`src/rtl/dec_func_digital.sv`:
```
// Registered 3-to-8 decoder with three mask-programmable sum-of-minterms outputs.
// The f outputs are built from the same d_next vector as the d outputs, so both always describe the same select.
module dec_func_digital #(
    parameter logic [7:0] F1_MASK = 8'b1001_0110,
    parameter logic [7:0] F2_MASK = 8'b1110_1000,
    parameter logic [7:0] F3_MASK = 8'b0001_0111
) (
    input  logic clk,
    input  logic rst_n,
    input  logic a,
    input  logic b,
    input  logic c,
    output logic d0,
    output logic d1,
    output logic d2,
    output logic d3,
    output logic d4,
    output logic d5,
    output logic d6,
    output logic d7,
    output logic f1,
    output logic f2,
    output logic f3
);

    logic [2:0] sel;
    logic [7:0] d_next;
    logic       f1_next;
    logic       f2_next;
    logic       f3_next;
    logic [7:0] d_q;
    logic       f1_q;
    logic       f2_q;
    logic       f3_q;

    assign sel = {a, b, c};

    always_comb begin
        d_next  = 8'b0000_0001 << sel;
        f1_next = |(F1_MASK & d_next);
        f2_next = |(F2_MASK & d_next);
        f3_next = |(F3_MASK & d_next);
    end

    // Reset clears everything regardless of mask, so an all-ones mask reads 0 until the first edge.
    always_ff @(posedge clk or negedge rst_n) begin
        if (!rst_n) begin
            d_q  <= 8'h00;
            f1_q <= 1'b0;
            f2_q <= 1'b0;
            f3_q <= 1'b0;
        end else begin
            d_q  <= d_next;
            f1_q <= f1_next;
            f2_q <= f2_next;
            f3_q <= f3_next;
        end
    end

    assign d0 = d_q[0];
    assign d1 = d_q[1];
    assign d2 = d_q[2];
    assign d3 = d_q[3];
    assign d4 = d_q[4];
    assign d5 = d_q[5];
    assign d6 = d_q[6];
    assign d7 = d_q[7];
    assign f1 = f1_q;
    assign f2 = f2_q;
    assign f3 = f3_q;

endmodule

```
`config.mk`:
```
export PLATFORM = sky130hd
export DESIGN_NAME = dec_func_digital
export DESIGN_NICKNAME = d
export VERILOG_FILES = /design/src/rtl/dec_func_digital.sv
export SDC_FILE = /design/constraint.sdc
export NUM_CORES = 1
export LEC_CHECK = 0
export ABC_AREA = 1
export CAP_MARGIN = 20
export CORE_AREA = 5 5 42 44
export DETAILED_ROUTE_END_ITERATION = 10
export DIE_AREA = 0 0 47 49
export SYNTH_ARGS = -nofsm -noshare
export SYNTH_HDL_FRONTEND = slang
export SYNTH_SLANG_ARGS = --single-unit
```
`constraint.sdc`:
```
create_clock -name clk -period 0.8 [get_ports clk]
set_clock_uncertainty 0.1 [all_clocks]
set_input_delay 0.16 -clock clk [delete_from_list [all_inputs] [get_ports clk]]
set_output_delay 0.16 -clock clk [all_outputs]
set_load 0.01 [all_outputs]
```
==> summary.log, run 1 <==
INFO  outcome        outcome=finished with violations
INFO  outcome        violations_in_the_final_reports=setup timing
INFO  sta            grt_setup_unrepaired=yes
INFO  die            die_height=49um
INFO  logic_synthesis ys_seq_area_share=76.66%
INFO  logic_synthesis synth_top_area_share=76.66%
INFO  power_and_ir_drop leakage=0.3469nW
INFO  power_and_ir_drop max-vdd-ir-drop=0.0009759V
INFO  logic_synthesis yosys_warnings=0
INFO  sta            final.min_clock_period=1.029ns
INFO  critical_path  crit_path_top_delay_cell=sky130_fd_sc_hd__dfrtp_1
INFO  cts            cts-hold-fix-buffers=0
INFO  die            rows=14
INFO  die            fp.dieW=47um
INFO  critical_path  path_delay_family=flip-flops
INFO  cts            clk_buf_depth=2
INFO  job            cap_violations=0
INFO  sta            final-hold-violation-count=0
INFO  drt            met3RoutedLength=76um
INFO  logic_synthesis post_synthesis_average_cell_area=12.38um2
INFO  logic_synthesis synth.top_cells.by_area=sky130_fd_sc_hd__dfrtp_1 77%, sky130_fd_sc_hd__nor2_1 8.4%, sky130_fd_sc_hd__fa_1 5.6%
INFO  cts            clockRootBuffer=sky130_fd_sc_hd__clkbuf_4
INFO  power_and_ir_drop total_power_divided_by_cell_area=1837mW/mm2
INFO  critical_path  timing.critical_path.buf_inv=1
INFO  logic_synthesis synth_fp_nets=35
INFO  critical_path  cp.arrival=0.77ns
INFO  final_layout   layout-area-overhead-vs-synth=70.73%
INFO  sta            clock.fmax=971.7MHz
INFO  cts            cts_made_buffers=3
INFO  critical_path  start_kind=flip-flop
INFO  drt            routed.top_layer=met4
INFO  sta            setup_violations=11
INFO  die            io_pins=16
INFO  sta            finalCritPeriodShare=128.6%
INFO  drt            wl_per_cell=9.365um
INFO  final_layout   layout_common_cells=11 x sky130_fd_sc_hd__dfrtp_1, 11 x sky130_fd_sc_hd__buf_2, 9 x sky130_fd_sc_hd__buf_4
INFO  drt            drtAntennaViolNets=0
INFO  critical_path  crit_path_cell_trace=buf_6
INFO  drt            route.detailed.vias_per_inst=3.770
INFO  die            floorplan.initialDensity=25.62%
INFO  critical_path  timing.critical_path.slowest_cell_delay=0.39ns
INFO  cts            cts_tree=yes
INFO  grt            grt_max_degree=12
INFO  drt            drt-total-wl=693um
INFO  grt            global_route.usage.total=7.511%
INFO  critical_path  worstPathMaxFanout=1
INFO  worst_hold_path timing.hold.worst.start=a
INFO  drt            met2RoutedLength=368um
INFO  grt            grt_first_pass_wirelength=1173um
INFO  place          io_buffers=15
INFO  cts            htree_levels=1
INFO  worst_hold_path worst_hold_path_type=in -> reg
INFO  drt            drt_pre_antenna_iters=2
INFO  drt            m1WireLength=233um
INFO  final_layout   layout-drive-gt1-share=51.72%
INFO  grt            globalRouteOverflowTotal=0
INFO  logic_synthesis synth_largest_area_cell=sky130_fd_sc_hd__dfrtp_1
INFO  sta            min_setup_slack_post_route=-0.2291ns
INFO  grt            grt_antenna_before_repair=0
INFO  die            floorplan.core_area=0.001401mm2
INFO  drt            detail_route.iter0.violations=1
INFO  cts            cts.reportedPaths.clkPinSlew=0.06ns
INFO  worst_hold_path min_delay_path_depth=3
INFO  sta            worst_max_slew_pin_slew=0.1118ns
INFO  die            die_area=0.002303mm2
INFO  sta            sum_of_negative_setup_slack=-2.250ns
INFO  grt            first_global_vias=277
INFO  logic_synthesis syn-instance-count=29
INFO  place          place_congestion=0.6714
INFO  worst_hold_path hold_end=d_q[2]
INFO  critical_path  setup_crit_path_kind=reg -> out
INFO  final_layout   antenna_cells_inserted=0
INFO  place          dp_slack=-0.7833ns
INFO  final_layout   final_net_count=65
INFO  cts            cts_num_sinks=11
INFO  logic_synthesis ys_seq_elements=11
INFO  logic_synthesis synthDistinctLibCells=6
INFO  place          post-dp-hpwl=507.2um
INFO  critical_path  critPathRequiredTime=0.54ns
INFO  logic_synthesis netlist_area_before_placement=359.1um2
INFO  critical_path  critPathCaptureType=output pin
INFO  drt            routed-via-count=279
INFO  sta            drv_slew=0
INFO  drt            drt_drc_violations_left=0
INFO  sta            slew-limit-headroom=92.52%
-- timing repair --
action,CTS,global route
endpoints found under the setup margin,22,12
gates resized for setup,59,3
pin swaps,1,1
setup buffers,3,1
-- tightest hold or removal path: cells and delay by family --
| kind | cells | cell delay (ns) |
|---|---|---|
| buffers and inverters | 2 | 0.22 |
| and+or+nand+nor | 1 | 0.04 |
-- cell families (layout without fill, tap and decap cells) --
logic type,count (synthesis),count (layout),share of synthesized area (%)
adders and majority gates,1,1,5.575
DFF,11,11,76.65
and+or+nand+nor,12,12,12.54
buffers and inverters,5,34,5.224
-- worst max path at each step --
stage | cells past startpoint | to | from
global route | 1 | d7 | d_q[7]
global placement | 5 | f1 | c
floorplan | 3 | f1 | c
detailed placement | 5 | f1 | c
finish | 1 | d3 | d_q[3]
CTS | 1 | d3 | d_q[3]
-- report_power, final --
part	internal [W]	switching, W	total, W
sequential	0.000586	0.00000672	0.000593
clock	0.000192	0.000163	0.000355
combinational	0.0000957	0.0000827	0.000178
total	0.000874	0.000252	0.00113
-- synth_stat cells --
cell type	count
sky130_fd_sc_hd__nand2_1	4
sky130_fd_sc_hd__fa_1	1
sky130_fd_sc_hd__inv_1	4
sky130_fd_sc_hd__dfrtp_1	11
sky130_fd_sc_hd__nor2_1	8
sky130_fd_sc_hd__inv_2	1
-- sequential cells by signal (all words and copies together), names as in the netlist --
name and flops:
d_q 8, f3 1, f1 1, f2 1
-- layout make-up --
| type | count | area, um2 |
|---|---|---|
| Fill cell | 156 | 788.3 |
| Sequential cell | 11 | 275.3 |
| Timing Repair Buffer | 25 | 195.2 |
| Multi-Input combinational cell | 13 | 65.06 |
| Inverter | 5 | 31.28 |
| Clock buffer | 4 | 26.28 |
| Tap cell | 16 | 20.02 |
-- layer usage --
layer  track usage, %  up-vias
li1                 -      143
met1            7.852      125
met2            10.63        9
met3            3.321        2
met4            6.912        0
met5                0        -
-- per-stage QoR --
stage	power (W)	cell area (um2)	cells	hold slack [ns]	util, %
floorplan	0.0006568	371.6	29	-0.2356	-
global placement	0.0007962	606.8	67	0.3932	43.30
detailed placement	0.0007993	606.8	67	0.3970	43.30
CTS	0.001137	601.8	74	0.08369	42.95
global route	0.001190	613.1	74	0.08902	43.75
finish	0.001126	613.1	74	0.09046	43.75
(Power assumes the default switching activity.)
==> run 2, diff against run 1 <==
Settings changed: CAP_MARGIN 20 to 40.
Clock period 0.8 ns to 0.9 ns, I/O delays scaled along.
==> summary.log, run 2 (same netlist as run 1, synthesis figures left out) <==
INFO  sta            final-hold-violation-count=0
INFO  grt            grt_max_degree=12
INFO  critical_path  cp.arrival=0.74ns
INFO  outcome        outcome=finished with violations
INFO  critical_path  timing.critical_path.buf_inv=1
INFO  job            cap_violations=0
INFO  final_layout   largest_register_ffs=8
INFO  place          place_congestion=0.6713
INFO  final_layout   number_of_inserted_filler_cells_in_the_final_layout=146
INFO  grt            global_route.usage.total=6.657%
INFO  final_layout   layout-drive-gt1-share=49.09%
INFO  critical_path  timing.critical_path.slowest_cell_delay=0.36ns
INFO  final_layout   final_common_cell=sky130_fd_sc_hd__buf_2
INFO  final_layout   stdcell_area=569.3um2
INFO  die            fp.dieW=47um
INFO  worst_hold_path worst_hold_path_type=in -> reg
INFO  critical_path  start_kind=flip-flop
INFO  final_layout   top_register=d_q
INFO  critical_path  crit_path_cell_trace=buf_2
INFO  critical_path  critPathCaptureType=output pin
INFO  critical_path  worstPathMaxFanout=1
INFO  sta            clock.fmax=976.7MHz
INFO  drt            route.detailed.vias_per_inst=3.803
INFO  critical_path  path_delay_family=flip-flops
INFO  power_and_ir_drop leakage=0.3261nW
INFO  die            die_area=0.002303mm2
INFO  drt            drt_pre_antenna_iters=2
INFO  power_and_ir_drop total_power_divided_by_cell_area=1709mW/mm2
INFO  cts            htree_levels=1
INFO  cts            cts.reportedPaths.clkPinSlew=0.07ns
INFO  grt            globalRouteOverflowTotal=0
INFO  power_and_ir_drop max-vdd-ir-drop=0.0008656V
INFO  outcome        violations_in_the_final_reports=setup timing
INFO  cts            cts_tree=yes
INFO  drt            detail_route.iter0.violations=3
INFO  cts            cts-hold-fix-buffers=0
INFO  grt            first_global_vias=271
INFO  final_layout   post-route-util=40.63%
INFO  drt            drt_drc_violations_left=0
INFO  drt            drt-total-wl=612um
INFO  drt            wl_per_cell=8.620um
INFO  sta            slew-limit-headroom=92.57%
INFO  sta            finalCritPeriodShare=113.8%
INFO  critical_path  crit_path_top_delay_cell=sky130_fd_sc_hd__dfrtp_1
INFO  sta            setup_violations=11
INFO  final_layout   final_net_count=62
INFO  die            die_height=49um
INFO  final_layout   antenna_cells_inserted=0
INFO  cts            clk_buf_depth=2
INFO  sta            finalHoldWorstSlack=0.1190ns
INFO  power_and_ir_drop total_power=0.0009729W
INFO  grt            grt_first_pass_wirelength=1097um
INFO  final_layout   layout_common_cells=13 x sky130_fd_sc_hd__buf_2, 11 x sky130_fd_sc_hd__dfrtp_1, 8 x sky130_fd_sc_hd__nor2_1
INFO  drt            drtAntennaViolNets=0
INFO  place          dp_slack=-0.7001ns
INFO  sta            drv_slew=0
INFO  sta            grt_setup_unrepaired=yes
INFO  place          io_buffers=15
INFO  sta            final.min_clock_period=1.024ns
INFO  cts            cts_made_buffers=3
INFO  die            io_pins=16
INFO  place          dpl-instance-area=606.8um2
INFO  critical_path  setup_crit_path_kind=reg -> out
INFO  final_layout   layout-area-overhead-vs-synth=58.54%
INFO  place          post-dp-hpwl=520.2um
INFO  cts            clockRootBuffer=sky130_fd_sc_hd__clkbuf_4
INFO  die            rows=14
INFO  sta            worst_max_slew_pin_slew=0.1111ns
INFO  die            floorplan.initialDensity=25.62%
INFO  drt            routed-via-count=270
INFO  cts            cts_num_sinks=11
INFO  grt            grt_antenna_before_repair=0
INFO  die            floorplan.core_area=0.001401mm2
INFO  critical_path  critPathRequiredTime=0.62ns
INFO  sta            min_setup_slack_post_route=-0.1238ns
## run 2: cell types whose count changed in the layout (fill, tap and decap cells not counted)
cell	before	now
sky130_fd_sc_hd__buf_12	2	1
sky130_fd_sc_hd__buf_4	9	6
sky130_fd_sc_hd__buf_2	11	13
sky130_fd_sc_hd__buf_6	2	1
## run 2: routing by layer
metal  up-vias  global-route usage [%]  wire length, um
met1       124                   7.407              227
met4         0                   4.147               14
met5         -                       0                0
li1        135                       -                -
met3         2                   3.321               67
met2         9                   9.729              302
## run 2: cell type report
type	count	area, um2	area share (%)
well taps	16	20.02	3.516
inverters	5	31.28	5.495
multi-input cells	13	65.06	11.43
flip-flops and latches	11	275.3	48.35
clock buffers	4	26.28	4.615
repair buffers	22	151.4	26.59
## run 2: timing repair
action	4_1_cts	5_1_grt
pin swaps	1	1
buffers inserted	1	0
resized for setup	55	2
endpoints found under the setup margin	20	12
## run 2: worst paths after layout
path,from,endpoint,slack (ns),depth (start not counted)
setup / recovery,d_q[3],d3,-0.12,1
hold / removal,a,d_q[2],0.12,3
max in group asynchronous,rst_n,f2,0.45,2
min in group asynchronous,rst_n,d_q[1],0.14,2
## run 2: report_power, final
| group | internal, W | switching (W) |
|---|---|---|
| clock network | 0.000170 | 0.000137 |
| logic | 0.0000682 | 0.0000706 |
| registers | 0.000521 | 0.00000520 |
| total | 0.000760 | 0.000213 |
## run 2: per-stage QoR
| step | cells | setup TNS (ns) |
|---|---|---|
| 2_1_floorplan | 29 | -0.05600 |
| 3_3_place_gp | 67 | -6.622 |
| 3_5_place_dp | 67 | -6.717 |
| 4_1_cts | 72 | -1.370 |
| 5_1_grt | 71 | -1.711 |
| 6_report | 71 | -1.280 |
==> run 3, diff against run 2 <==
Settings changed: SLEW_MARGIN from default to 20.
==> results of run 3 <==
The final DEF is identical to that of run 2; final timing and power are the same.
==> RTL change 1, RTL diff (config.mk and constraints of run 2) <==
Remove the register `f3_q`: a continuous assignment takes its place, so the output `f3` follows one clock earlier.
--- a/src/rtl/dec_func_digital.sv
+++ b/src/rtl/dec_func_digital.sv
@@ -49,12 +49,12 @@
             f1_q <= 1'b0;
             f2_q <= 1'b0;
-            f3_q <= 1'b0;
         end else begin
             d_q  <= d_next;
             f1_q <= f1_next;
             f2_q <= f2_next;
-            f3_q <= f3_next;
         end
     end
+
+    assign f3_q = f3_next;
 
     assign d0 = d_q[0];
Behaviour: not the same (Yosys sat finds a counterexample within 4 cycles, from zero or initial values and one cycle with rst_n low).
==> RTL change 1 against run 2 <==
  * The flow still finishes with violations (setup timing)
  * Area after synthesis decreased by 7.0%
  * Worst setup slack got worse by 0.065 ns
  * Hold slack got worse by 0.056 ns
  * Synthesized cell count decreased by 3.4%
  * Total power increased by 3.7%
  * Sequential cell count decreased by 1
  * Via count decreased by 0.74%
  * Design area increased by 1.5%
  * Routed wire length decreased by 2.6%
  * Utilization increased by 0.62 points
  * Critical path depth increased by 3
==> RTL change 1: results (changes against run 2) <==
placed_design:
  gp_congestion: 0.7536  # +12%
  hpwl_um: 471.8  # -9.3%
  placed_cells: 65  # -3.0%
  io_buffers: 15  # unchanged
yosys:
  ys_warn_count: 0  # unchanged
  synthTopCellsByArea: "dfrtp_1 75%, nor2_1 9.0%, fa_1 6.0%"
  synth_cell_types: 6  # unchanged
  synth_common_cells: "10 x dfrtp_1, 8 x nor2_1, 4 x inv_1, 4 x nand2_1"
  yosysSeqAreaShare_pct: 74.91  # -1.7 points
  syn_nets: 34  # -2.9%
  syn_inst: 28  # -3.4%
  async_reset_ff_share_pct: 100.0  # unchanged
worst_hold_path:
  hp-start: "b"
  hold_depth: 3  # unchanged
  holdPathEnd: "d_q[3]"
  hold_class: "in2reg"
critical_path:
  slowest_delay_ns: 0.38  # +0.02 ns
  crit_slowest_cell: "fa_2"
  cp.arrival_ns: 0.81  # +0.07 ns
  critPathMaxFanout: 2  # +1
outcome:
  violations: "setup timing"
  outcome: "finished, violations left"
route:
  drtIter0Drc: 3  # unchanged
  routed_via_density: 3.829  # +0.68%
  wl_per_cell_um: 8.514  # -1.2%
  first_pass_iters: 2  # unchanged
clock_tree:
  clock_path_buffers: 2  # unchanged
  cts_inserted_buffers: 3  # unchanged
  htree_levels: 1  # unchanged
  clk_pin_slew_worst_paths_ns: 0.06
  cts_root_buf: "clkbuf_4"
grt:
  grt_start_max_net_pins: 11  # -1
  grt_pass1_wl_um: 952  # -13%
  antenna_found_initial: 0  # unchanged
  grt_use_total_pct: 6.138  # -0.52 points
  grt_pass1_vias: 250  # -7.7%
finish:
  nets: 61  # -1.6%
  diodes: 0  # unchanged
  stdcell_count: 70  # -1.4%
  largest_reg_flops: 8  # unchanged
  drive_above_1_share_pct: 53.70  # +4.6 points
  largest_register: "d_q"
  n_fill_cell: 149  # +2.1%
sta:
  setup_violations: 11  # unchanged
  setup_ws_ns: -0.1891  # -0.06522 ns
  slew_headroom_pct: 92.65  # about the same
  setup_tns_ns: -1.375  # -0.09523 ns
pwr:
  cellLeakagePower_nw: 0.3272  # +0.34%
  peakVddDrop_uv: 744.0  # -14%
flow_run:
  maxCapViolCount: 0  # unchanged
RTL change 1: cell types whose count changed in the layout (fill, tap and decap cells not counted), sizes merged:
cell,before,now
dfrtp,11,10
RTL change 1: how the worst max path moves through the flow:
stage / slack [ns] / start / to
2_1_floorplan: -0.06 / c / f1
3_3_place_gp: -1.12 / c / f3
3_5_place_dp: -1.12 / c / f3
4_1_cts: -0.24 / c / f3
6_report: -0.19 / c / f3
5_1_grt: -0.20 / c / f3
RTL change 1: report_power, final:
part           internal, mW  switching, mW
Clock                 0.245          0.136
Sequential            0.473        0.00465
Combinational        0.0800         0.0704
RTL change 1: critical path: cells and delay by family:
family / cells / cell delay [ns]
fa+ha+maj: 1 / 0.38
buf+inv: 3 / 0.25
RTL change 1: cell families after synthesis:
logic type               after synthesis  synth area share [%]
flip-flops                            10                 74.91
adder cells (fa/ha/maj)                1                 5.993
AND/OR/NAND/NOR                       12                 13.48
buffers and inverters                  5                 5.616
RTL change 1: area by class of cell:
cell class | count | area [um2] | share of cell area [%]
multi-input combinational | 13 | 67.56 | 11.69
clock buffer | 4 | 36.28 | 6.277
sequential | 10 | 250.2 | 43.29
inverter | 5 | 31.28 | 5.411
tap | 16 | 20.02 | 3.463
timing repair buffer | 22 | 172.7 | 29.87
RTL change 1: repair_timing:
item / in CTS / in global routing
gates resized for setup: 60 / 3
pin swaps: 1 / 1
setup buffers: 1 / 1
gates cloned: 0 / 0
setup endpoints to repair: 19 / 11
RTL change 1: layer usage:
metal  vias to the layer above  track usage [%]  share of wire, %
met1                       121            6.651                38
met5                         -                0                 0
li1                        133                -                 -
met2                        12            8.145                47
met4                         0            8.295               4.5
met3                         2            1.107                11
RTL change 1: through the flow:
step	area [um2]	worst slack, ns	hold WS (ns)
after global routing	578.1	-0.2015	0.06534
after floorplan	346.6	-0.05600	-0.2156
after global placement	574.3	-1.123	0.4092
final	578.1	-0.1891	0.06280
after detailed placement	574.3	-1.117	0.4129
after CTS	566.8	-0.2361	0.08927
==> RTL change 2, RTL diff (config.mk and constraints of run 2) <==
Made on the original files. Register the outputs `d0`, `d1`, `d2`, `d3`, `d4`, `d5`, `d6` and `d7`, cleared by the reset; this adds one clock of latency there. The other outputs are not delayed to match.
--- a/src/rtl/dec_func_digital.sv
+++ b/src/rtl/dec_func_digital.sv
@@ -58,12 +58,25 @@
     end
 
-    assign d0 = d_q[0];
-    assign d1 = d_q[1];
-    assign d2 = d_q[2];
-    assign d3 = d_q[3];
-    assign d4 = d_q[4];
-    assign d5 = d_q[5];
-    assign d6 = d_q[6];
-    assign d7 = d_q[7];
+    always_ff @(posedge clk or negedge rst_n) begin
+        if (!rst_n) begin
+            d0 <= '0;
+            d1 <= '0;
+            d2 <= '0;
+            d3 <= '0;
+            d4 <= '0;
+            d5 <= '0;
+            d6 <= '0;
+            d7 <= '0;
+        end else begin
+            d0 <= d_q[0];
+            d1 <= d_q[1];
+            d2 <= d_q[2];
+            d3 <= d_q[3];
+            d4 <= d_q[4];
+            d5 <= d_q[5];
+            d6 <= d_q[6];
+            d7 <= d_q[7];
+        end
+    end
     assign f1 = f1_q;
     assign f2 = f2_q;
Check against the original RTL: not equivalent (Yosys sat finds a counterexample within 4 cycles, from zero or initial values and one cycle with rst_n low).
==> RTL change 2 against run 2 <==
  * The flow still finishes with violations (setup timing)
  * Synthesized cell count up 28%
  * Design area rose by 40%
  * Worst setup slack worse by 0.038 ns
  * Sequential power increased by 71%
  * Sequential cell count is 8 higher
  * Area after synthesis rose by 56%
  * Total power up 49%
  * Routed wire length is 35% higher
  * Highest routed layer unchanged
==> RTL change 2: results (changes against run 2) <==
route:
  first_pass_iters: 1  # -1
  wl_per_cell_um: 10.33  # +20%
  drtIter0Drc: 0  # -3
critical_path:
  cp.arrival_ns: 0.78  # +0.04 ns
  critical_path.endpoint: "f1"
  startpoint: "f1"
worst_hold_path:
  hold_class: "in2async"
outcome:
  violations: "setup timing"
  outcome: "finished, violations left"
placed_design:
  dpl_cell_area_um2: 807.0  # +33%
  placed_cells: 75  # +12%
  hpwl_um: 653.5  # +26%
yosys:
  syn_inst: 37  # +28%
  syn_nets: 43  # +23%
  synthAdderAreaFrac_pct: 3.579  # -2.0 points
  synth_common_cells: "19 x dfrtp_1, 8 x nor2_1, 4 x inv_1, 4 x nand2_1"
sta:
  setup_tns_ns: -1.698  # -0.4179 ns
  setup_ws_ns: -0.1620  # -0.03813 ns
  setup_violations: 11  # unchanged
  slew_headroom_pct: 92.11  # -0.46 points
pwr:
  cellLeakagePower_nw: 0.4410  # +35%
  peakVddDrop_uv: 1211  # +40%
finish:
  n_fill_cell: 128  # -12%
  nets: 71  # +15%
  drive_above_1_share_pct: 42.19  # -6.9 points
grt:
  grt_start_max_net_pins: 20  # +8
  grt_use_total_pct: 9.005  # +2.3 points
clock_tree:
  clk_pin_slew_worst_paths_ns: 0.10  # +0.03 ns
RTL change 2: logic make-up (layout without fill, tap and decap cells):
kind of cell / count (synthesis) / count (layout)
buffers and inverters: 5 / 32
flip-flops: 19 / 19
adder cells (fa/ha/maj): 1 / 1
AND/OR/NAND/NOR: 12 / 12
RTL change 2: power by group:
| part | switching, mW | internal [mW] | leakage (nW) | total (mW) |
|---|---|---|---|---|
| clock | 0.216 | 0.172 | 0.0150 | 0.388 |
| sequential | 0.00909 | 0.893 | 0.250 | 0.902 |
| combinational | 0.0786 | 0.0765 | 0.176 | 0.155 |
| total | 0.304 | 1.14 | 0.441 | 1.45 |
RTL change 2: what timing repair did:
| action | 4_1_cts | 5_1_grt |
|---|---|---|
| gates resized for setup | 53 | 2 |
| setup endpoints to repair | 19 | 11 |
| cloned | 0 | 0 |
| pin swaps | 1 | 0 |
| endpoints found under the hold margin | 0 | 0 |
| setup buffers | 1 | 0 |
RTL change 2: routing by layer:
layer / global-route usage, % / vias to the layer above / part of all wire [%] / routed length (um)
met5: 0 / - / 0 / 0
met4: 6.912 / 0 / 2.1 / 17
met3: 3.690 / 2 / 11 / 87
met2: 13.35 / 13 / 55 / 452
met1: 9.709 / 152 / 32 / 268
li1: - / 161 / - / -
RTL change 2: metrics by stage:
step	setup WS, ns	utilization (%)	hold WS (ns)
after global routing	-0.2158	56.96	0.1280
after CTS	-0.1843	56.07	0.1239
final	-0.1620	56.96	0.1286
after global placement	-0.6868	57.59	0.2333
after floorplan	-0.05600	-	-0.2156
after detailed placement	-0.7059	57.59	0.2347
RTL change 2: cell type report:
cell class	instances	share of cell area, %
Sequential cell	19	59.56
Timing Repair Buffer	23	22.57
Multi-Input combinational cell	13	8.150
Inverter	5	3.918
Clock buffer	4	3.292
Tap cell	16	2.508
